**config.mk**
```make
export PLATFORM = sky130hd
export DESIGN_NAME = irq_ctrl
export DESIGN_NICKNAME = d
export VERILOG_FILES = /design/src/rtl/irq_ctrl_pkg.sv /design/src/rtl/irq_prio_enc.sv /design/src/rtl/irq_ctrl.sv
export SDC_FILE = /design/constraint.sdc
export NUM_CORES = 1
export LEC_CHECK = 0
export ABC_AREA = 1
export BUFFER_PORTS_ARGS = -buffer_cell sky130_fd_sc_hd__buf_4
export CAP_MARGIN = 20
export CORE_ASPECT_RATIO = 0.9
export CORE_MARGIN = 2
export CORE_UTILIZATION = 40
export DETAILED_ROUTE_END_ITERATION = 12
export GPL_TIMING_DRIVEN = 0
export PLACE_DENSITY = 0.66
export SLEW_MARGIN = 25
export SYNTH_ARGS = -nofsm -noshare
export SYNTH_HDL_FRONTEND = slang
export SYNTH_SLANG_ARGS = --single-unit
```
**constraint.sdc**
```tcl
create_clock -name clk -period 2 [get_ports clk]
set_input_delay 0.1 -clock clk [delete_from_list [all_inputs] [get_ports clk]]
set_output_delay 0.1 -clock clk [all_outputs]
set_load 0.05 [all_outputs]
```
**src/rtl/irq_ctrl_pkg.sv**
```systemverilog
// -----------------------------------------------------------------------------
// irq_ctrl_pkg
// Shared definitions for the interrupt controller:
//   - default channel count and cause width
//   - FSM state encoding (IDLE / REQ / SERVICE)
// -----------------------------------------------------------------------------
package irq_ctrl_pkg;

  localparam int N_CH_DEF    = 4;
  localparam int CAUSE_W_DEF = 2;

  typedef enum logic [1:0] {
    IDLE    = 2'b00,
    REQ     = 2'b01,
    SERVICE = 2'b10
  } state_e;

endpackage : irq_ctrl_pkg

```
**src/rtl/irq_prio_enc.sv**
```systemverilog
// -----------------------------------------------------------------------------
// irq_prio_enc
// Fixed-priority encoder: reports the lowest set index of req.
// Ports:
//   req   [N_CH]    request vector
//   idx   [CAUSE_W] index of the lowest set bit (0 when none set)
//   valid           at least one bit of req is set
// -----------------------------------------------------------------------------
module irq_prio_enc #(
  parameter int N_CH    = 4,
  parameter int CAUSE_W = 2
) (
  input  logic [N_CH-1:0]    req,
  output logic [CAUSE_W-1:0] idx,
  output logic               valid
);

  // Scan from the top down so the lowest set index is the last one written.
  always_comb begin
    // NOTE: every output gets a default before the loop so no latch is inferred.
    idx   = '0;
    valid = 1'b0;
    for (int i = N_CH - 1; i >= 0; i--) begin
      if (req[i]) begin
        idx   = CAUSE_W'(i);
        valid = 1'b1;
      end
    end
  end

endmodule : irq_prio_enc

```
**src/rtl/irq_ctrl.sv**
```systemverilog
// -----------------------------------------------------------------------------
// irq_ctrl
// Edge-latching interrupt controller with a per-channel mask, fixed-priority
// selection and a three-state request/service handshake with the pipeline.
//
// Ports:
//   clk         rising-edge clock
//   reset       synchronous active-high reset
//   irq_src     [N_CH]    level interrupt lines, rising edges are latched
//   pc31                  kernel-mode flag, blocks / withdraws the offer
//   take                  pipeline accepted the offered interrupt (pulse)
//   eret                  handler returned (pulse)
//   mask_we               mask write strobe
//   mask_wdata  [N_CH]    new mask value, 1 = channel enabled
//   irq_out               registered interrupt request (1 only in REQ)
//   cause       [CAUSE_W] offered / in-service channel index
//   pending     [N_CH]    latched, not-yet-taken edges
//   mask        [N_CH]    current mask register
//
// Build option:
//   IRQ_CTRL_SYNC_EN  when defined, a two-flop synchroniser sits on each
//                     irq_src bit ahead of edge detection (+2 cycles latency).
// -----------------------------------------------------------------------------
module irq_ctrl
  import irq_ctrl_pkg::*;
#(
  parameter int N_CH    = N_CH_DEF,
  parameter int CAUSE_W = CAUSE_W_DEF
) (
  input  logic               clk,
  input  logic               reset,
  input  logic [N_CH-1:0]    irq_src,
  input  logic               pc31,
  input  logic               take,
  input  logic               eret,
  input  logic               mask_we,
  input  logic [N_CH-1:0]    mask_wdata,
  output logic               irq_out,
  output logic [CAUSE_W-1:0] cause,
  output logic [N_CH-1:0]    pending,
  output logic [N_CH-1:0]    mask
);

  state_e              state_q,   state_d;
  logic [CAUSE_W-1:0]  cause_q,   cause_d;
  logic [N_CH-1:0]     pending_q, pending_d;
  logic [N_CH-1:0]     mask_q,    mask_d;
  logic                irq_out_q, irq_out_d;

  logic [N_CH-1:0]     src_det;
  logic [N_CH-1:0]     prev_q;
  logic [N_CH-1:0]     rise;
  logic [N_CH-1:0]     eligible;
  logic [N_CH-1:0]     clr;
  logic [CAUSE_W-1:0]  sel_idx;
  logic                sel_valid;

  // ---------------------------------------------------------------------------
  // Optional input synchroniser
  // ---------------------------------------------------------------------------
`ifdef IRQ_CTRL_SYNC_EN
  logic [N_CH-1:0] sync1_q, sync2_q;

  always_ff @(posedge clk) begin
    if (reset) begin
      sync1_q <= '0;
      sync2_q <= '0;
    end else begin
      sync1_q <= irq_src;
      sync2_q <= sync1_q;
    end
  end

  assign src_det = sync2_q;
`else
  assign src_det = irq_src;
`endif

  // ---------------------------------------------------------------------------
  // Edge detection and selection
  // ---------------------------------------------------------------------------
  assign rise     = src_det & ~prev_q;
  assign eligible = pending_q & mask_q;

  irq_prio_enc #(
    .N_CH    (N_CH),
    .CAUSE_W (CAUSE_W)
  ) u_prio_enc (
    .req   (eligible),
    .idx   (sel_idx),
    .valid (sel_valid)
  );

  // ---------------------------------------------------------------------------
  // Next-state logic
  // ---------------------------------------------------------------------------
  always_comb begin
    state_d = state_q;
    cause_d = cause_q;
    clr     = '0;

    case (state_q)
      IDLE: begin
        if (sel_valid && !pc31) begin
          state_d = REQ;
          cause_d = sel_idx;
        end
      end
      REQ: begin
        // cause is frozen here; a newly eligible higher-priority channel waits.
        if (take) begin
          state_d      = SERVICE;
          clr[cause_q] = 1'b1;
        end else if (pc31 || !eligible[cause_q]) begin
          state_d = IDLE;
        end
      end
      SERVICE: begin
        if (eret) begin
          state_d = IDLE;
        end
      end
      default: state_d = IDLE;
    endcase

    // A fresh edge on the channel being cleared must survive: set wins.
    pending_d = (pending_q & ~clr) | rise;
    mask_d    = mask_we ? mask_wdata : mask_q;
    irq_out_d = (state_d == REQ);
  end

  // ---------------------------------------------------------------------------
  // State registers
  // ---------------------------------------------------------------------------
  always_ff @(posedge clk) begin
    // NOTE: sequential state uses non-blocking assignments so every flop
    // samples pre-edge values regardless of statement order.
    if (reset) begin
      state_q   <= IDLE;
      cause_q   <= '0;
      pending_q <= '0;
      mask_q    <= '1;
      irq_out_q <= 1'b0;
      prev_q    <= '0;
    end else begin
      state_q   <= state_d;
      cause_q   <= cause_d;
      pending_q <= pending_d;
      mask_q    <= mask_d;
      irq_out_q <= irq_out_d;
      prev_q    <= src_det;
    end
  end

  assign irq_out = irq_out_q;
  assign cause   = cause_q;
  assign pending = pending_q;
  assign mask    = mask_q;

endmodule : irq_ctrl

```
# Word level (Yosys, flattened, before mapping)
# Cells that the tools add are included.
[totals]
regBits = 17
input_bits = 14
out_inout_bits = 11
elab_cells = 43
[op_classes]
magnitude_cmp = 2
n_eq_ne = 3
mux = 19
bitwise = 6
n_reduce_logical = 7
[ops]
columns = ["cell", "count"]
rows = [
  ["$mux 2", 8],
  ["$and 4x4->4", 3],
  ["$mux 4", 2],
  ["$not 4->4", 2],
  ["$mux 1", 6],
  ["$pmux 2 s3", 1],
  ["$eq 2x1->1 const B", 2],
  ["$or 4x4->4", 1],
  ["$lt 2x3->1 const B", 1],
  ["$bmux 1 s2", 1],
  ["$demux 1 s2", 1],
  ["$eq 2x2->1 const B", 1],
  ["$ge 2x1->1 const B", 1],
  ["$logic_and 1x1->1", 2],
  ["$logic_not 1->1", 2],
  ["$logic_not 2->1", 1],
  ["$reduce_and 2->1", 1],
  ["$logic_or 1x1->1", 1],
]

# Longest topological paths before layout
[logic_depth]
depth_word = 9
ltp_mapped = 6
depth_no_buf = 6

# Cells and area by module
# From an unflattened synthesis, not the netlist that was laid out.
[hier_totals]
hier_cells = 94
area_unflattened_um2 = 680.7
[modules_own_cells]
columns = ["module", "instances", "cells_per_inst", "area_per_inst_um2", "seq_area_each_um2"]
rows = [
  ["irq_ctrl", 1, 86, 644.4, 340.3],
  ["irq_prio_enc", 1, 8, 36.3, 0.0],
]

# Worst setup path before layout
# No wires, ideal clock.
[synth_timing]
path_type = "register -> register"
start = "register mask_q[1] (netlist: mask[1])"
end = "register cause_q[0] (netlist: cause[0])"
setup_ps = 113
arrival_time_ps = 1171
required_time_ps = 1887
path_slack_ps = 716
stages_incl_launch_ff = 6
n_path_buf = 0
period_less_slack_ps = 1284
cell_sequence = "dfxtp_1 -> nand2_1 -> nand2_1 -> o21bai_4 -> nor2_1 -> nor2_1"
[synth_via]
elab_chain_len = 5
word_cells_on_any_way = 7
classes_between = "mux (4); bitwise (1); reduce/logical (2)"
[synth_rtl]
columns = ["element", "line_no", "source"]
rows = [
  ["start: declaration", "irq_ctrl.sv:47", "logic [N_CH-1:0] mask_q, mask_d;"],
  ["start signal: assignment", "irq_ctrl.sv:149", "mask_q <= mask_d;"],
  ["$and 4x4->4 *", "irq_ctrl.sv:83", "assign eligible = pending_q & mask_q;"],
  ["$mux 1 (2 in series)", "irq_prio_enc.sv:24", "if (req[i]) begin"],
  ["$logic_and 1x1->1", "irq_ctrl.sv:104", "if (sel_valid && !pc31) begin"],
  ["$reduce_and 2->1 (no source line)", "--", ""],
  ["end signal: assignment", "irq_ctrl.sv:147", "cause_q <= cause_d;"],
  ["end: declaration", "irq_ctrl.sv:45", "logic [CAUSE_W-1:0] cause_q, cause_d;"],
]
# Every way passes the cells marked *; elsewhere a longest branch is shown, timed or not.
# A chain may end at the register's enable or synchronous reset.

# Worst setup path in the final report
[layout_timing]
start = "register cause_q[0] (netlist: cause[0])"
end = "output cause[0]"
[layout_rtl]
columns = ["element", "line_no", "source"]
rows = [
  ["end: declaration", "irq_ctrl.sv:39", "output logic [CAUSE_W-1:0] cause,"],
]
# No word-level cell between the ends.

==> results.cfg <==
[status]
status = complete, no violations

[critical_path]
crit_family = flip-flops
r2r_slack_ns = 0.96
cp-start-kind = register
cp.required_ns = 1.90
endpoint = cause[0]
cp_max_fo = 6
crit_path_cell_trace = buf_4
path_class = register to output port
r2r-end = cause[1]$_SDFFE_PP0P_
worst_r2r_path_depth = 6
max_stage_delay_ns = 0.45
cp.arrival_ns = 0.98
cp_slowest_cell = dfxtp_1
cp.depth = 1
crit_buf_inv = 1
reg2reg_from = mask[0]$_SDFFE_PP1P_
end_kind = output port
critPathLaunch = cause[0]$_SDFFE_PP0P_

[global_route]
grt-ovfl-total = 0
grt_pass1_wl_um = 2420
grt_pass1_vias = 558
grt_usage = 0.164
grt_max_degree = 11
antenna_found_initial = 0

[routing]
wire_per_inst_um = 10.1
drt-initial-drc-count = 18
dr.pass1.iters = 4
routed_via_density = 4.58
dr_total_vias = 660
drcViolationCount = 0
drt_wl_total_um = 1460
ant_nets = 0

[clocking]
cts_tree = yes
htree_levels = 1
hold_buffers = 0
cts_buffers = 3
clockRootBuffer = clkbuf_4
clkTransAtPathRegs_ns = 0.09
insertion_delay_ns = 0.29
postCtsSetupRepairBufs = 0
cts_sinks = 17
cts_buffer_depth = 2
cts_resized = 0

[cells_and_area]
design_area_um2 = 925
antennaDiodeCount = 0
drive_above_1_share = 0.283
nNetsFinal = 135
area_growth_pct = 33.2
layout_commonest_cell = nand2_1
mostFrequentLayoutCells = 30 x nand2_1, 24 x buf_4, 17 x dfxtp_1, 10 x inv_1, 9 x nor2_1

[placed_design]
io_buffers = 23
dp_hpwl_um = 1140
place.gp.congestion = 0.804
place_area_um2 = 897

[pwr]
p_leak_uw = 0.000477
pwr_density_cell_nw_per_um2 = 854
peakVddDrop_v = 0.000459

[sta]
max_freq_ghz = 0.928
final_max_slew_viol_count = 0
setup_tns_ns = 0
finalCritPeriodShare = 0.539
finalSetupViolations = 0
clock_skew_ns = 0.00288
worstMarginPinSlew_ns = 0.223
min_period_ns = 1.08
hold_viol = 0
rsz0062_at_grt = false
relSlewSlack = 0.851

[yosys]
ys_types = 16
ys_warn_count = 0
syn-mean-instance-area_um2 = 7.47
syn_inst = 93
synth_area_leader_cell = dfxtp_1
synth_nets = 107
netlist_area_um2 = 694
yosysTopAreaCellShare = 0.490
synth_sequential_area_ratio = 0.490
ys_seq_elements = 17
ys_top_cells_by_area = dfxtp_1 49%, nand2_1 16%, inv_1 5.4%, nor2_1 4.9%, nand3_1 3.6%

[floorplanning]
die_w_um = 47.9
die_h_um = 43.5
rows = 14
core_um2 = 1650
start_util = 0.422
die_area_um2 = 2090
pin_count = 25

[run]
drv_cap = 0

[min_path]
min_path_type = input port to register
## per-layer routing
layer / up-vias / track usage / share of wire
li1: 350 / - / -
met1: 295 / 0.242 / 0.49
met2: 13 / 0.219 / 0.47
met3: 2 / 0.0625 / 0.042
met4: 0 / 0.0486 / 0.0055
met5: - / 0 / 0
## sequential cells by signal (all words and copies together) (netlist names)
register / count
irq_out: 1
prev_q: 4
cause: 2
pending: 4
state_q: 2
mask: 4
## cells in the mapped netlist
| library cell | instances |
|---|---|
| nand3b_1 | 2 |
| a21oi_1 | 4 |
| o21ai_0 | 4 |
| nand3_1 | 5 |
| inv_2 | 1 |
| clkinv_4 | 1 |
| nor2_2 | 2 |
| nand2_1 | 30 |
| o22ai_1 | 4 |
| o21bai_4 | 1 |
| nor2_1 | 9 |
| nand2_2 | 1 |
| inv_1 | 10 |
| a21boi_0 | 1 |
| dfxtp_1 | 17 |
| buf_4 | 1 |
## worst min path at each step
stage	start	to	slack (ns)	cells after the start
after floorplan	irq_src[0]	prev_q[0]$_SDFF_PP0_	0.21	2
after CTS	irq_src[2]	prev_q[2]$_SDFF_PP0_	0.002	3
after global routing	irq_src[2]	prev_q[2]$_SDFF_PP0_	0.02	3
after global placement	irq_src[1]	prev_q[1]$_SDFF_PP0_	0.30	3
final	irq_src[1]	prev_q[1]$_SDFF_PP0_	0.008	3
after detailed placement	irq_src[2]	prev_q[2]$_SDFF_PP0_	0.31	3
## cells by family after synthesis
kind of cell           count (synthesis)  share of synthesized area
AO/OA/AOI/OAI                         14                      0.132
buffers and inverters                 13                     0.0829
flip-flops                            17                      0.490
AND/OR/NAND/NOR                       49                      0.295
## metrics by stage
stage           util  hold WS (ns)  instances  total power, uW  setup slack, ns
2_1_floorplan      -         0.207         93              548            0.716
3_3_place_gp   0.545         0.305        140              617            0.978
3_5_place_dp   0.545         0.311        140              620            0.972
4_1_cts        0.562       0.00250        144              798            0.913
5_1_grt        0.562        0.0188        144              832            0.853
6_report       0.562       0.00799        144              790            0.922
## where the power goes
part | internal [uW] | leakage, uW | switching [uW]
combinational | 78.7 | 0.000318 | 145
sequential | 366 | 0.000141 | 21.6
clock | 74.4 | 0.0000177 | 104
total | 519 | 0.000477 | 271
## area by class of cell
cell class | count | area, um2
Buffer | 1 | 7.51
Clock buffer | 3 | 22.5
Clock inverter | 1 | 5.00
Fill cell | 178 | 722
Inverter | 12 | 50.0
Multi-Input combinational cell | 63 | 297
Sequential cell | 17 | 340
Tap cell | 24 | 30.0
Timing Repair Buffer | 23 | 173
No activity file was read; power rests on OpenSTA's default activity.
